--- config.mk ---
export PLATFORM = sky130hd
export DESIGN_NAME = drum_audio_sink_flat
export DESIGN_NICKNAME = d
export VERILOG_FILES = /design/src/rtl/drum_audio_sink_if.sv /design/src/rtl/drum_audio_sink.sv /design/src/flat_wrapper.sv
export SDC_FILE = /design/constraint.sdc
export NUM_CORES = 1
export LEC_CHECK = 0
export ABC_AREA = 0
export BUFFER_PORTS_ARGS = -buffer_cell sky130_fd_sc_hd__buf_2
export CAP_MARGIN = 20
export CORE_ASPECT_RATIO = 0.75
export CORE_UTILIZATION = 56
export CTS_CLUSTER_DIAMETER = 200
export DETAILED_ROUTE_END_ITERATION = 6
export PLACE_DENSITY = 0.77
export SLEW_MARGIN = 20
export SYNTH_ARGS = -nofsm -noshare
export SYNTH_HDL_FRONTEND = slang
export SYNTH_SLANG_ARGS = --single-unit
export TNS_END_PERCENT = 10
--- constraint.sdc ---
create_clock -name clk_50 -period 4.15 [get_ports clk_50]
set_input_delay 0.2075 -clock clk_50 [delete_from_list [all_inputs] [get_ports clk_50]]
set_output_delay 0.2075 -clock clk_50 [all_outputs]
set_load 0.05 [all_outputs]
--- src/rtl/drum_audio_sink_if.sv ---
// Sample stream from the drum solver plus the Avalon-MM master port to the audio codec.
// The master modport is the sink's view; slave is the solver/codec side.
interface drum_audio_sink_if;
  localparam int unsigned SAMPLE_W = 18;
  localparam int unsigned BUS_W    = 32;

  logic [SAMPLE_W-1:0] sample_in;
  logic                sample_valid;
  logic                sample_ready;
  logic [BUS_W-1:0]    bus_address;
  logic                bus_read;
  logic                bus_write;
  logic [BUS_W-1:0]    bus_writedata;
  logic [BUS_W-1:0]    bus_readdata;
  logic                bus_waitrequest;

  modport master (
    input  sample_in, sample_valid, bus_readdata, bus_waitrequest,
    output sample_ready, bus_address, bus_read, bus_write, bus_writedata
  );

  modport slave (
    output sample_in, sample_valid, bus_readdata, bus_waitrequest,
    input  sample_ready, bus_address, bus_read, bus_write, bus_writedata
  );
endinterface

--- src/rtl/drum_audio_sink.sv ---
// Buffers solver center-node samples in a FIFO and drains them to the audio codec:
// poll FIFOSPACE, then write the same left-justified word to LEFTDATA and RIGHTDATA.
module drum_audio_sink #(
  parameter int unsigned FIFO_DEPTH  = 8,
  parameter logic [31:0] AUDIO_BASE  = 32'h0000_3040,
  parameter int unsigned ATTEN_SHIFT = 0
) (
  input  logic               clk_50,
  input  logic               reset,
  drum_audio_sink_if.master  bus,
  output logic [5:0]         fifo_count,
  output logic [31:0]        samples_sent
);
  localparam int unsigned SAMPLE_W = 18;
  localparam int unsigned BUS_W    = 32;
  localparam int unsigned PAD_W    = BUS_W - SAMPLE_W;
  localparam int unsigned CNT_W    = 6;
  localparam int unsigned PTR_W    = $clog2(FIFO_DEPTH);
  localparam int unsigned SLOT_W   = 8;

  localparam logic [BUS_W-1:0] ADDR_SPACE = AUDIO_BASE + 32'd4;
  localparam logic [BUS_W-1:0] ADDR_LEFT  = AUDIO_BASE + 32'd8;
  localparam logic [BUS_W-1:0] ADDR_RIGHT = AUDIO_BASE + 32'd12;

  typedef enum logic [2:0] {IDLE, RD_SPACE, CHK, WR_L, WR_R} state_t;

  state_t state, state_next;

  logic [SAMPLE_W-1:0] mem [FIFO_DEPTH];
  logic [PTR_W-1:0]    wr_ptr, rd_ptr;
  logic [CNT_W-1:0]    count_q;
  logic                ready_q;
  logic [SLOT_W-1:0]   wsrc, wslc;
  logic [BUS_W-1:0]    addr_q, wdata_q, sent_q;
  logic                read_q, write_q;

  logic [SLOT_W-1:0]   wsrc_d, wslc_d;
  logic [BUS_W-1:0]    addr_d, wdata_d, sent_d;
  logic                read_d, write_d;

  logic                push_c, pop_c;
  logic [CNT_W-1:0]    count_next_c;
  logic signed [SAMPLE_W-1:0] head_c, shifted_c;
  logic [BUS_W-1:0]    packed_c;

  assign push_c       = bus.sample_valid && ready_q;
  assign count_next_c = count_q + CNT_W'(push_c) - CNT_W'(pop_c);

  // Attenuate with sign preserved, then left-justify 1.17 into the codec's 32-bit word.
  assign head_c    = mem[rd_ptr];
  assign shifted_c = head_c >>> ATTEN_SHIFT;
  assign packed_c  = {shifted_c, {PAD_W{1'b0}}};

  always_ff @(posedge clk_50) begin
    if (reset) begin
      state   <= IDLE;
      wr_ptr  <= '0;
      rd_ptr  <= '0;
      count_q <= '0;
      ready_q <= 1'b0;
      wsrc    <= '0;
      wslc    <= '0;
      addr_q  <= AUDIO_BASE;
      wdata_q <= '0;
      read_q  <= 1'b0;
      write_q <= 1'b0;
      sent_q  <= '0;
    end else begin
      state   <= state_next;
      if (push_c) wr_ptr <= wr_ptr + PTR_W'(1);
      if (pop_c)  rd_ptr <= rd_ptr + PTR_W'(1);
      count_q <= count_next_c;
      ready_q <= (count_next_c < CNT_W'(FIFO_DEPTH));
      wsrc    <= wsrc_d;
      wslc    <= wslc_d;
      addr_q  <= addr_d;
      wdata_q <= wdata_d;
      read_q  <= read_d;
      write_q <= write_d;
      sent_q  <= sent_d;
    end
  end

  // Sample storage carries no reset; validity is tracked by count_q.
  always_ff @(posedge clk_50) begin
    if (push_c) mem[wr_ptr] <= bus.sample_in;
  end

  always_comb begin
    state_next = state;
    wsrc_d     = wsrc;
    wslc_d     = wslc;
    addr_d     = addr_q;
    wdata_d    = wdata_q;
    read_d     = read_q;
    write_d    = write_q;
    sent_d     = sent_q;
    pop_c      = 1'b0;

    unique case (state)
      IDLE: begin
        if (count_q != '0) begin
          addr_d     = ADDR_SPACE;
          read_d     = 1'b1;
          state_next = RD_SPACE;
        end
      end
      RD_SPACE: begin
        if (!bus.bus_waitrequest) begin
          wsrc_d     = bus.bus_readdata[23:16];
          wslc_d     = bus.bus_readdata[31:24];
          read_d     = 1'b0;
          state_next = CHK;
        end
      end
      CHK: begin
        // No room in either codec channel: go back and poll again, sample stays queued.
        if (wsrc != '0 && wslc != '0) begin
          pop_c      = 1'b1;
          addr_d     = ADDR_LEFT;
          wdata_d    = packed_c;
          write_d    = 1'b1;
          state_next = WR_L;
        end else begin
          state_next = IDLE;
        end
      end
      WR_L: begin
        if (!bus.bus_waitrequest) begin
          addr_d     = ADDR_RIGHT;
          state_next = WR_R;
        end
      end
      WR_R: begin
        if (!bus.bus_waitrequest) begin
          write_d    = 1'b0;
          sent_d     = sent_q + 32'd1;
          state_next = IDLE;
        end
      end
      default: state_next = IDLE;
    endcase
  end

  assign bus.sample_ready  = ready_q;
  assign bus.bus_address   = addr_q;
  assign bus.bus_read      = read_q;
  assign bus.bus_write     = write_q;
  assign bus.bus_writedata = wdata_q;
  assign fifo_count        = count_q;
  assign samples_sent      = sent_q;
endmodule

--- src/flat_wrapper.sv ---
// flat-port wrapper written by rule: the top's interface ports become plain ports
module drum_audio_sink_flat 
#(
  parameter int unsigned FIFO_DEPTH  = 8,
  parameter logic [31:0] AUDIO_BASE  = 32'h0000_3040,
  parameter int unsigned ATTEN_SHIFT = 0
)
  (clk_50, reset, fifo_count, samples_sent, bus_sample_in, bus_sample_valid, bus_bus_readdata, bus_bus_waitrequest, bus_sample_ready, bus_bus_address, bus_bus_read, bus_bus_write, bus_bus_writedata);
  drum_audio_sink_if bus_i ();
  input  logic clk_50;
  input  logic reset;
  output logic [5:0] fifo_count;
  output logic [31:0] samples_sent;
  input wire logic [$bits(bus_i.sample_in)-1:0] bus_sample_in;
  input wire logic [$bits(bus_i.sample_valid)-1:0] bus_sample_valid;
  input wire logic [$bits(bus_i.bus_readdata)-1:0] bus_bus_readdata;
  input wire logic [$bits(bus_i.bus_waitrequest)-1:0] bus_bus_waitrequest;
  output wire logic [$bits(bus_i.sample_ready)-1:0] bus_sample_ready;
  output wire logic [$bits(bus_i.bus_address)-1:0] bus_bus_address;
  output wire logic [$bits(bus_i.bus_read)-1:0] bus_bus_read;
  output wire logic [$bits(bus_i.bus_write)-1:0] bus_bus_write;
  output wire logic [$bits(bus_i.bus_writedata)-1:0] bus_bus_writedata;
  assign bus_i.sample_in = bus_sample_in;
  assign bus_i.sample_valid = bus_sample_valid;
  assign bus_i.bus_readdata = bus_bus_readdata;
  assign bus_i.bus_waitrequest = bus_bus_waitrequest;
  assign bus_sample_ready = bus_i.sample_ready;
  assign bus_bus_address = bus_i.bus_address;
  assign bus_bus_read = bus_i.bus_read;
  assign bus_bus_write = bus_i.bus_write;
  assign bus_bus_writedata = bus_i.bus_writedata;
  drum_audio_sink #(.FIFO_DEPTH(FIFO_DEPTH), .AUDIO_BASE(AUDIO_BASE), .ATTEN_SHIFT(ATTEN_SHIFT)) u_core (.clk_50(clk_50), .reset(reset), .bus(bus_i), .fifo_count(fifo_count), .samples_sent(samples_sent));
endmodule
# Yosys cells after proc, flatten, opt, wreduce, memory -nomap -nowiden
# Memory sizes are Yosys's and may differ from the RTL's. A register that Yosys moved wholly into a read port is not among the register bits.
# Index checks and enable logic that the tools add are counted.
classes:
  n_addsub: 5
  n_lt_le_gt_ge: 1
  n_eq_ne: 9
  muxes: 19
  bitwise_logic: 1
  n_reduce_logical: 16
op_table:
  columns: ["operator", "n"]
  rows:
  - ["two-way mux 32 bit", 3]
  - ["one-hot mux 32 bit (3 select lines)", 1]
  - ["adder 32 x 1 -> 32 bit, second input constant", 1]
  - ["nonzero test 8 bit", 2]
  - ["one-hot mux 3 bit (5 select lines)", 1]
  - ["two-way mux 3 bit", 4]
  - ["AND reduction 4 bit", 2]
  - ["two-way mux 1 bit", 7]
  - ["adder 3 x 1 -> 3 bit, second input constant", 2]
  - ["adder 6 x 1 -> 6 bit", 1]
  - ["== test 3 x 2 -> 1 bit, second input constant", 2]
  - ["< comparator 6 x 4 -> 1 bit, second input constant", 1]
  - ["inequality test 2 bit, second input constant", 3]
  - ["AND reduction 2 bit", 3]
  - ["AND reduction 3 bit", 2]
  - ["nonzero test 6 bit", 1]
  - ["subtractor 6 x 1 -> 6 bit", 1]
  - ["inequality test 2 x 1 -> 1 bit, second input constant", 2]
  - ["one-hot mux 1 bit (2 select lines)", 2]
  - ["nonzero test 2 bit", 2]
  - ["== test 3 x 1 -> 1 bit, second input constant", 1]
  - ["== test 3 bit, second input constant", 1]
  - ["logical NOT 3 bit", 1]
  - ["nonzero test 3 bit", 1]
  - ["other kinds (3)", 4]
word_totals:
  regBits: 98
  ramBits: 144
  word_cells: 63
  mem_count: 1
memory_table:
  columns: ["name", "words", "width", "read_ports", "rd_ports_with_merged_regs", "wr", "line_no", "source"]
  rows:
  - ["u_core.mem", 8, 18, 1, 1, 1, "drum_audio_sink.sv:29", "logic [SAMPLE_W-1:0] mem [FIFO_DEPTH];"]

# Logic depth before layout (Yosys ltp)
# Gate-level depths: netlist (run 1).
logic_depth:
  word_depth: 6
  depth_mapped: 16
  depth_no_buf: 14

# Worst setup path before layout (run 1)
# OpenSTA, ideal clock, no wires.
synth_timing:
  path_kind: "reg-to-reg"
  startpoint: "register u_core.state[1]"
  endpoint: "register u_core.ready_q, in the netlist u_core.bus.sample_ready"
  setup_time_ns: 0.061
  arrival_time_ns: 3.199
  path_slack_ns: 0.890
  stages_incl_launch_ff: 17
  path_buffers: 2
  period_less_slack_ns: 3.260
  path_cell_list: "dfxtp_1 > or3b_2 > inv_1 > nand3_1 > inv_1 > clkbuf_1 > buf_2 > ha_1 > inv_1 > ha_1 > inv_1 > fa_1 > inv_1 > a21oi_1 > o21ai_0 > xnor2_1 > and4b_1"
synth_between:
  elab_chain_len: 4
synth_lines:
  columns: ["element", "line_no", "source"]
  rows:
  - ["start, declared", "drum_audio_sink.sv:27", "state_t state, state_next;"]
  - ["start signal, assigned", "drum_audio_sink.sv:69", "state <= state_next;"]
  - ["== test 3 x 2 -> 1 bit", "drum_audio_sink.sv:100", "unique case (state)"]
  - ["two-way mux 1 bit", "drum_audio_sink.sv:100", null]
  - ["net u_core.pop_c", "drum_audio_sink.sv:41", "logic push_c, pop_c;"]
  - ["subtractor 6 x 1 -> 6 bit", "drum_audio_sink.sv:47", "assign count_next_c = count_q + CNT_W'(push_c) - CNT_W'(pop_c);"]
  - ["< comparator 6 x 4 -> 1 bit", "drum_audio_sink.sv:73", "ready_q <= (count_next_c < CNT_W'(FIFO_DEPTH));"]
  - ["end signal, assigned", "drum_audio_sink.sv:73", null]
  - ["end, declared", "drum_audio_sink.sv:32", "logic ready_q;"]
# The timed path passes the listed nets, and every way through them passes these cells.
# A chain may end at the register's enable or synchronous reset.

# Worst setup path after layout (run 1)
layout_timing:
  startpoint: "register u_core.state[1]"
  endpoint: "register u_core.ready_q, in the netlist u_core.bus.sample_ready"
layout_between:
  elab_chain_len: 4
layout_lines:
  columns: ["element", "line_no"]
  rows:
  - ["== test 3 x 2 -> 1 bit", "drum_audio_sink.sv:100"]
  - ["two-way mux 1 bit", "drum_audio_sink.sv:100"]
  - ["subtractor 6 x 1 -> 6 bit", "drum_audio_sink.sv:47"]
  - ["< comparator 6 x 4 -> 1 bit", "drum_audio_sink.sv:73"]
# No other way between the ends.

==> impl_metrics.py, run 1 <==
metrics = {
    "sta": {
        "tns_ns": 0,
        "setup_viol": 0,
        "tightest_slew_ns": 0.994,
        "fmax_mhz": 326,
        "clock_skew_ns": 0.00942,
        "finalHoldViolations": 0,
        "layout_min_cycle_time_ns": 3.07,
        "relSlewSlack": 0.337,
        "fin_crit_sh": 0.739,
        "maxSlewViolCount": 0,
        "rsz0062_at_grt": "false",
        "worst_slack_ns": 1.08,
    },
    "floorplanning": {
        "die_w_um": 152,
        "die_h_um": 114,
        "pin_count": 159,
        "coreArea_sq_mm": 0.0162,
        "rows": 40,
        "dieArea_sq_mm": 0.0174,
        "start_util": 0.581,
    },
    "place": {
        "dp_slack_ns": 1.10,
        "port_buffers": 98,
        "gp_congestion": 0.851,
        "dp_cells": 984,
        "dpl_cell_area_sq_mm": 0.00998,
        "dp_hpwl_um": 11700,
    },
    "clock_network": {
        "cts_tree": "yes",
        "post_cts_buffers": 0,
        "cts_buffers": 22,
        "clkLatencyLatePin_ns": 0.50,
        "cts.sink_count": 230,
        "cts-hold-fix-buffers": 34,
        "cts_max_path_buffers": 3,
        "clkTransAtPathRegs_ns": 0.06,
        "root_buffer": "clkbuf_16",
        "cts_resized": 0,
        "htreeDepth": 1,
    },
    "synth": {
        "synthesis.area_sq_mm": 0.00942,
        "yosysTopAreaCell": "edfxtp_1",
        "synth.distinct_cells": 49,
        "synth_common_cells": "144 x edfxtp_1, 86 x dfxtp_1, 64 x nor2_1",
        "synth_flop_cell": "edfxtp_1",
        "async_reset_ff_frac": 0,
        "postSynthAreaPerCell_sq_um": 13.6,
        "yosysWarnings": 0,
        "synthTopCellsByArea": "edfxtp_1 46%, dfxtp_1 18%, mux4_2 8.6%",
        "synth_top_area_share": 0.459,
        "synth_most_common_cell": "edfxtp_1",
        "synth-seq-cells": 230,
        "syn_inst": 695,
        "synth-edff-count": 144,
        "ys_seq_area_frac": 0.642,
    },
    "worst_setup_path": {
        "slowest_delay_ns": 0.50,
        "crit_required_ns": 4.59,
        "crit_fanout": 8,
        "path_delay_family": "simple AND/OR/NAND/NOR gates",
        "cp_data_arrival_time_ns": 3.51,
        "crit_slowest_cell": "or3b_2",
        "crit_buf_inv": 5,
        "cpMostUsedCell": "inv_1",
        "cp-start-kind": "register",
        "worstSetupPathType": "reg2reg",
        "cp-end-kind": "register",
        "crit_chain": "or3b_2 -> inv_1 -> nand3_1 -> inv_1 -> ha_1 -> inv_1 -> ha_1 -> inv_1 -> fa_1 -> inv_1 -> a21oi_1 -> o21ai_0 -> xnor2_1 -> and4b_1",
    },
    "finish": {
        "final_cells": 1058,
        "final_area_sq_mm": 0.0110,
        "finalNetCount": 898,
        "fin_util": 0.680,
        "drive_gt1_frac": 0.229,
        "antenna_cells": 0,
        "area_growth_pct": 17.1,
    },
    "grt": {
        "grt_max_degree": 50,
        "grt_antenna_before_repair": 0,
        "grt_pass1_wl_um": 29700,
        "grt-ovfl-total": 0,
        "grt_pass1_vias": 5773,
        "grtUsageTotal": 0.225,
    },
    "hold_path": {
        "hold_path.class": "in2reg",
    },
    "detailed_routing": {
        "ant_nets": 0,
        "via_per_inst": 5.61,
        "wl_per_cell_um": 18.2,
        "wirelength_um": 19300,
        "drtPass1Iterations": 5,
        "drtIter0Drc": 394,
        "vias": 5933,
        "routed.top_layer": "met4",
        "drc": 0,
        "wl_met3_um": 1260,
        "m1WireLength_um": 8120,
        "met2_length_um": 9430,
    },
    "power": {
        "leakagePower_nw": 4.00,
        "vdd_drop_max_mv": 0.381,
        "power_density_mw_per_mm2": 478,
    },
    "flow_run": {
        "cap_violations": 0,
    },
    "outcome": {
        "outcome": "completed",
    },
}
power breakdown:
part	switching, mW	total, mW	leakage [nW]	internal [mW]
clock network	0.805	1.94	0.347	1.14
registers	0.0555	2.58	1.99	2.52
logic	0.509	0.753	1.66	0.245
kinds of logic (layout without fill, tap and decap cells):
logic type	after synthesis	in the layout	share of synthesized area
AOI/OAI and AO/OA	76	76	0.0503
xor gates and xnor gates	22	22	0.0204
adders and majority gates	12	12	0.0167
buffers and inverters	92	203	0.0558
DFF	230	230	0.642
muxes	58	58	0.110
other	2	44	0.000797
and+or+nand+nor	203	203	0.104
worst paths after layout:
| kind | from | end | slack (ns) | cells past startpoint |
|---|---|---|---|---|
| setup / recovery | u_core.state[1] | u_core.bus.sample_ready | 1.08 | 14 |
| hold / removal | bus_bus_waitrequest | u_core.state[0] | 0.08 | 3 |
| setup reg to reg | u_core.state[1] | u_core.bus.sample_ready | 1.08 | 14 |
| hold reg to reg | u_core.wsrc[2] | u_core.wsrc[2] | 0.45 | 2 |
sequential cells by signal, indices dropped and copies added (netlist names):
signal                    cells
u_core.bus.bus_address        2
u_core.fifo_count             6
u_core.bus.bus_read           1
u_core.bus.bus_write          1
u_core.bus.sample_ready       1
u_core.wr_ptr                 3
u_core.bus.bus_writedata     18
u_core.wsrc                   8
u_core.rd_ptr                 3
u_core.mem                  144
u_core.samples_sent          32
u_core.state                  3
u_core.wslc                   8
worst min-delay path: stages:
cell and delay [ns]:
buf_2 0.14, nand2_1 0.08, a31oi_1 0.09
routing by layer:
metal  vias to the layer above  track usage
met4                         0       0.0660
met3                        40       0.0390
met2                       228        0.392
met5                         -            0
li1                       2750            -
met1                      2915        0.290
stage by stage:
stage / hold WS, ns / power [mW]
2_1_floorplan: 0.306 / 3.21
3_3_place_gp: 0.441 / 3.30
3_5_place_dp: 0.447 / 3.34
4_1_cts: 0.0410 / 5.31
5_1_grt: 0.0576 / 5.46
6_report: 0.0792 / 5.27
cells in the final DEF, fill, tap and decap left out, types with 19 or more instances in the layout:
cell type,Yosys,final
a211oi_1,19,19
clkbuf_16,0,23
edfxtp_1,144,144
buf_2,6,98
dlygate4sd3_1,0,34
mux4_2,36,36
conb_1,2,44
dfxtp_1,86,85
nand2_1,57,57
nor2_1,64,64
a21oi_1,37,37
cell type report:
cell class,count,area (sq um)
repair buffers,145,928
flip-flops and latches,230,6050
fillers,1081,5180
inverters,18,67.6
clock inverters,13,116
clock buffers,27,591
well taps,210,263
multi-input cells,415,3020
Power figures use the tool's default switching activity.
==> run 2: changes to the inputs <==
- CORE_UTILIZATION: 56 -> 51
- PLACE_DENSITY: 0.77 -> 0.73
- clock period: 4.15 -> 2.7 ns (I/O delays scaled with it)
==> run 2 against run 1 <==
Register-to-register slack worse by 0.93 ns. Flip-flop and latch count unchanged. Hold slack got worse by 0.038 ns. Sequential power rose by 53%. Global-route usage shrank 1.7 points. Wire length increased by 0.12%. Critical path depth unchanged. Final cell count increased by 3.9%. Clock skew is 0.014 ns higher. Largest cell class unchanged. Largest power group unchanged. Highest routed layer unchanged.
==> impl_metrics.py, run 2 (synthesis results as in run 1) <==
metrics = {
    "finish": {
        "final_area_sq_mm": 0.0112,
        "largest_reg_flops": 144,
        "drive_gt1_frac": 0.253,
        "fill_cells": 1304,
        "top_register": "u_core.mem",
        "finalNetCount": 909,
        "final_common_cell": "edfxtp_1",
        "final_cell_mix": "144 x edfxtp_1, 98 x buf_2, 82 x dfxtp_1, 64 x nor2_1, 56 x nand2_1",
        "antenna_cells": 0,
        "area_growth_pct": 18.9,
    },
    "clock_network": {
        "cts_max_path_buffers": 3,
        "cts.sink_count": 230,
        "clkLatencyLatePin_ns": 0.51,
        "htreeDepth": 1,
        "clkTransAtPathRegs_ns": 0.06,
        "root_buffer": "clkbuf_16",
        "cts_tree": "yes",
        "cts_buffers": 22,
    },
    "floorplanning": {
        "start_util": 0.527,
        "die_h_um": 120,
        "pin_count": 159,
        "die_w_um": 159,
        "coreArea_sq_mm": 0.0179,
        "dieArea_sq_mm": 0.0190,
        "rows": 42,
    },
    "place": {
        "dpl_cell_area_sq_mm": 0.0101,
        "dp_slack_ns": -0.0397,
        "dp_hpwl_um": 12100,
        "port_buffers": 98,
        "gp_congestion": 0.817,
    },
    "detailed_routing": {
        "drtIter0Drc": 375,
        "drc": 0,
        "via_per_inst": 5.44,
        "ant_nets": 0,
        "vias": 5984,
        "drtPass1Iterations": 7,
        "wl_per_cell_um": 17.6,
        "wirelength_um": 19300,
    },
    "worst_setup_path": {
        "cp-start-kind": "register",
        "crit_buf_inv": 4,
        "path_delay_family": "simple AND/OR/NAND/NOR gates",
        "cp-end-kind": "register",
        "cp_data_arrival_time_ns": 2.98,
        "crit_fanout": 3,
        "crit_chain": "nor4_4 -> nand2_2 -> nand3_2 -> inv_2 -> ha_1 -> inv_2 -> ha_4 -> inv_1 -> fa_2 -> inv_1 -> a21oi_1 -> o21ai_1 -> xnor2_1 -> and4b_1",
        "worstSetupPathType": "reg2reg",
        "slowest_delay_ns": 0.36,
        "crit_slowest_cell": "fa_2",
        "crit_required_ns": 3.14,
    },
    "sta": {
        "layout_min_cycle_time_ns": 2.54,
        "tns_ns": 0,
        "worst_slack_ns": 0.156,
        "tightest_slew_ns": 0.638,
        "maxSlewViolCount": 0,
        "clock_skew_ns": 0.0237,
        "finalHoldViolations": 0,
        "relSlewSlack": 0.575,
        "fmax_mhz": 393,
        "setup_viol": 0,
        "fin_crit_sh": 0.942,
        "holdWs_ns": 0.0413,
    },
    "power": {
        "leakagePower_nw": 4.06,
        "power.total_mw": 8.08,
        "vdd_drop_max_mv": 0.530,
        "power_density_mw_per_mm2": 721,
    },
    "grt": {
        "grt_pass1_wl_um": 31100,
        "grtUsageTotal": 0.208,
        "grt-ovfl-total": 0,
        "grt_max_degree": 39,
        "grt_antenna_before_repair": 0,
        "grt_pass1_vias": 6139,
    },
    "outcome": {
        "outcome": "completed",
    },
    "hold_path": {
        "hold_path.class": "in2reg",
    },
    "flow_run": {
        "cap_violations": 0,
    },
}
run 2: changes by cell type in the layout (fill, tap and decap cells not counted), moves of 4 or more:
cell and change:
buf_4 +9, clkbuf_8 +4, clkinv_1 -4, nor4_1 -4
run 2: per-stage QoR:
step                instances  utilization
floorplan                 737            -
global placement         1023        0.565
detailed placement       1023        0.565
CTS                      1096        0.623
global route             1099        0.627
finish                   1099        0.627
run 2: what timing repair did:
item                                    4_1_cts  5_1_grt
gates resized for setup                       1       12
setup buffers                                 0        3
endpoints found under the setup margin        1        2
hold buffers                                 35        0
pin swaps                                     0        8
hold endpoints to repair                    161        0
run 2: area by class of cell:
type / instances / area [sq um] / area share
sequential: 230 / 6050 / 0.540
multi-input combinational: 415 / 3090 / 0.275
timing repair buffer: 156 / 1030 / 0.0915
clock buffer: 34 / 639 / 0.0570
tap: 242 / 303 / 0.0270
inverter: 18 / 67.6 / 0.00603
clock inverter: 4 / 35.0 / 0.00313
run 2: path summary, 6_finish.rpt:
path / start / to / slack (ns) / depth (start not counted)
worst max-delay path: u_core.wslc[4] / u_core.bus.sample_ready / 0.16 / 14
worst min register to register: u_core.bus.bus_read / u_core.bus.bus_read / 0.46 / 2
worst max register to register: u_core.wslc[4] / u_core.bus.sample_ready / 0.16 / 14
worst min-delay path: bus_sample_valid / u_core.wr_ptr[0] / 0.04 / 4
run 2: tightest hold or removal path, cell delays in order:
cell     delay [ns]
buf_2          0.07
nand2_1        0.12
nand2_1        0.10
a21oi_1        0.06
run 2: metal layers:
layer	track usage	part of all wire	vias up
met4	0.0433	0.015	0
li1	-	-	2771
met1	0.263	0.42	2972
met5	0	0	-
met3	0.0415	0.066	33
met2	0.373	0.50	208
run 2: where the power goes:
group / internal [mW] / leakage (nW) / switching (mW)
clock network: 1.63 / 0.332 / 1.24
registers: 3.87 / 1.99 / 0.0808
logic: 0.437 / 1.73 / 0.817
==> run 3: changes to the inputs <==
- GPL_TIMING_DRIVEN: unset -> 0
==> run 3 against run 2 <==
Register-to-register slack got worse by 0.04 ns. Combinational power increased by 8%. Fmax decreased by 1.5%. Final cell count increased by 6.1%. Critical path depth increased by 1. Utilization increased by 3.1 points. Clock power increased by 3%. Via count increased by 1.9%. Highest routed layer unchanged.
==> impl_metrics.py, run 3 (synthesis results as in run 1) <==
metrics = {
    "outcome": {
        "outcome": "completed",
    },
    "hold_path": {
        "worstHoldPathCells": 4,
        "hold_start": "bus_sample_valid",
        "hold_path.class": "in2reg",
        "hold_end": "u_core.wr_ptr[0]",
    },
    "grt": {
        "gr-usage-met1": 0.299,
        "grt_pass1_wl_um": 31900,
        "grtUsageMet2": 0.357,
        "grtUsageTotal": 0.217,
        "grt_antenna_before_repair": 0,
        "grt_max_degree": 19,
        "use_met3": 0.0401,
        "grt-ovfl-total": 0,
        "grt_busiest_layer": "met2",
        "grt_pass1_vias": 5949,
    },
    "worst_setup_path": {
        "crit_fanout": 7,
        "cp-startpoint": "u_core.state[2]",
        "reg2reg_setup_slack_ns": 0.12,
        "reg2reg_depth": 15,
        "cp-start-kind": "register",
        "r2r_start": "u_core.state[2]",
        "r2r_end": "u_core.bus.sample_ready",
        "worstSetupPathType": "reg2reg",
        "crit_required_ns": 3.14,
        "cp_data_arrival_time_ns": 3.02,
        "cp-end-kind": "register",
    },
    "clock_network": {
        "cts.sink_count": 230,
        "root_buffer": "clkbuf_16",
        "htreeDepth": 1,
        "clkTransAtPathRegs_ns": 0.07,
        "clkLatencyLatePin_ns": 0.51,
        "cts_max_path_buffers": 3,
        "cts_buffers": 22,
        "cts_tree": "yes",
    },
    "sta": {
        "maxSlewViolCount": 0,
        "fin_crit_sh": 0.957,
        "tns_ns": 0,
        "fmax_mhz": 387,
        "rsz0062_at_grt": "false",
        "relSlewSlack": 0.424,
        "layout_min_cycle_time_ns": 2.58,
        "setup_viol": 0,
        "finalHoldViolations": 0,
        "clock_skew_ns": 0.0249,
        "tightest_slew_ns": 0.865,
        "worst_slack_ns": 0.117,
    },
    "finish": {
        "seq_area_sq_mm": 0.00606,
        "largest_reg_flops": 144,
        "antenna_cells": 0,
        "final_common_cell": "edfxtp_1",
        "final_cell_mix": "144 x edfxtp_1, 103 x buf_2, 78 x dfxtp_1, 58 x nor2_1, 55 x nand2_1",
        "finalNetCount": 974,
        "drive_gt1_frac": 0.294,
        "top_register": "u_core.mem",
        "fill_cells": 1325,
        "multi_input_area_sq_mm": 0.00316,
        "area_growth_pct": 24.8,
    },
    "floorplanning": {
        "die_h_um": 120,
        "rows": 42,
        "dieArea_sq_mm": 0.0190,
        "die_w_um": 159,
        "start_util": 0.527,
        "coreArea_sq_mm": 0.0179,
        "pin_count": 159,
    },
    "detailed_routing": {
        "vias": 6099,
        "wl_per_cell_um": 17.4,
        "drc": 0,
        "drtIter0Drc": 355,
        "ant_nets": 0,
        "via_per_inst": 5.23,
        "wirelength_um": 20300,
        "drtPass1Iterations": 5,
    },
    "flow_run": {
        "cap_violations": 0,
    },
    "power": {
        "vdd_drop_max_mv": 0.591,
        "leakagePower_nw": 4.33,
        "power_density_mw_per_mm2": 705,
    },
    "place": {
        "dp_hpwl_um": 13000,
        "port_buffers": 98,
        "dp_slack_ns": -0.468,
        "gp_congestion": 0.795,
    },
}
==> run 3: critical path, cell delays in order, from the launching register on <==
cell	delay [ns]
dfxtp_2	0.35
or3b_4	0.42
inv_4	0.08
nand3_4	0.08
inv_4	0.08
clkbuf_16	0.13
ha_4	0.18
inv_2	0.06
ha_4	0.13
inv_1	0.05
fa_2	0.36
inv_2	0.07
a21oi_2	0.05
o21ai_2	0.12
xnor2_1	0.15
and4b_1	0.22
==> run 3: how the worst max path moves through the flow <==
stage                                    to  slack, ns  cells past startpoint
floorplan           u_core.bus.sample_ready      -0.06                     16
global placement          u_core.mem[1][10]      -0.97                      4
detailed placement  u_core.bus.sample_ready      -0.47                     16
CTS                 u_core.bus.sample_ready      0.003                     15
global route        u_core.bus.sample_ready       0.01                     15
finish              u_core.bus.sample_ready       0.12                     15
==> run 3: final cells by class <==
| cell class | instances | share of cell area |
|---|---|---|
| Buffer | 73 | 0.0403 |
| Timing Repair Buffer | 148 | 0.0846 |
| Sequential cell | 230 | 0.516 |
| Tap cell | 242 | 0.0258 |
| Clock buffer | 31 | 0.0497 |
| Multi-Input combinational cell | 415 | 0.269 |
| Inverter | 18 | 0.00617 |
| Clock inverter | 9 | 0.00926 |
==> run 3: per-layer routing <==
metal,up-vias,share of wire
met1,2917,0.45
met4,0,0.024
met5,-,0
met3,39,0.067
li1,2916,-
met2,227,0.46
==> run 3: power by group <==
part | leakage (nW) | internal [mW] | switching [mW]
sequential | 2.00 | 3.88 | 0.0892
combinational | 2.00 | 0.505 | 0.846
clock | 0.335 | 1.71 | 1.26
==> run 3: what timing repair did <==
| action | 4_1_cts | 5_1_grt |
|---|---|---|
| setup buffers | 6 | 2 |
| setup endpoints to repair | 6 | 2 |
| hold endpoints to repair | 161 | 0 |
| pin swaps | 10 | 8 |
| hold buffers | 35 | 0 |
| resized for setup | 21 | 9 |
==> run 3: stage by stage <==
stage          cells  power [mW]  hold slack (ns)  utilization  cell area [sq um]
2_1_floorplan    737        4.94            0.234            -               9610
3_3_place_gp    1077        5.19            0.380        0.582              10400
3_5_place_dp    1084        5.22            0.383        0.590              10500
4_1_cts         1164        8.30           0.0389        0.655              11700
5_1_grt         1166        8.62           0.0685        0.658              11800
6_report        1166        8.29           0.0517        0.658              11800
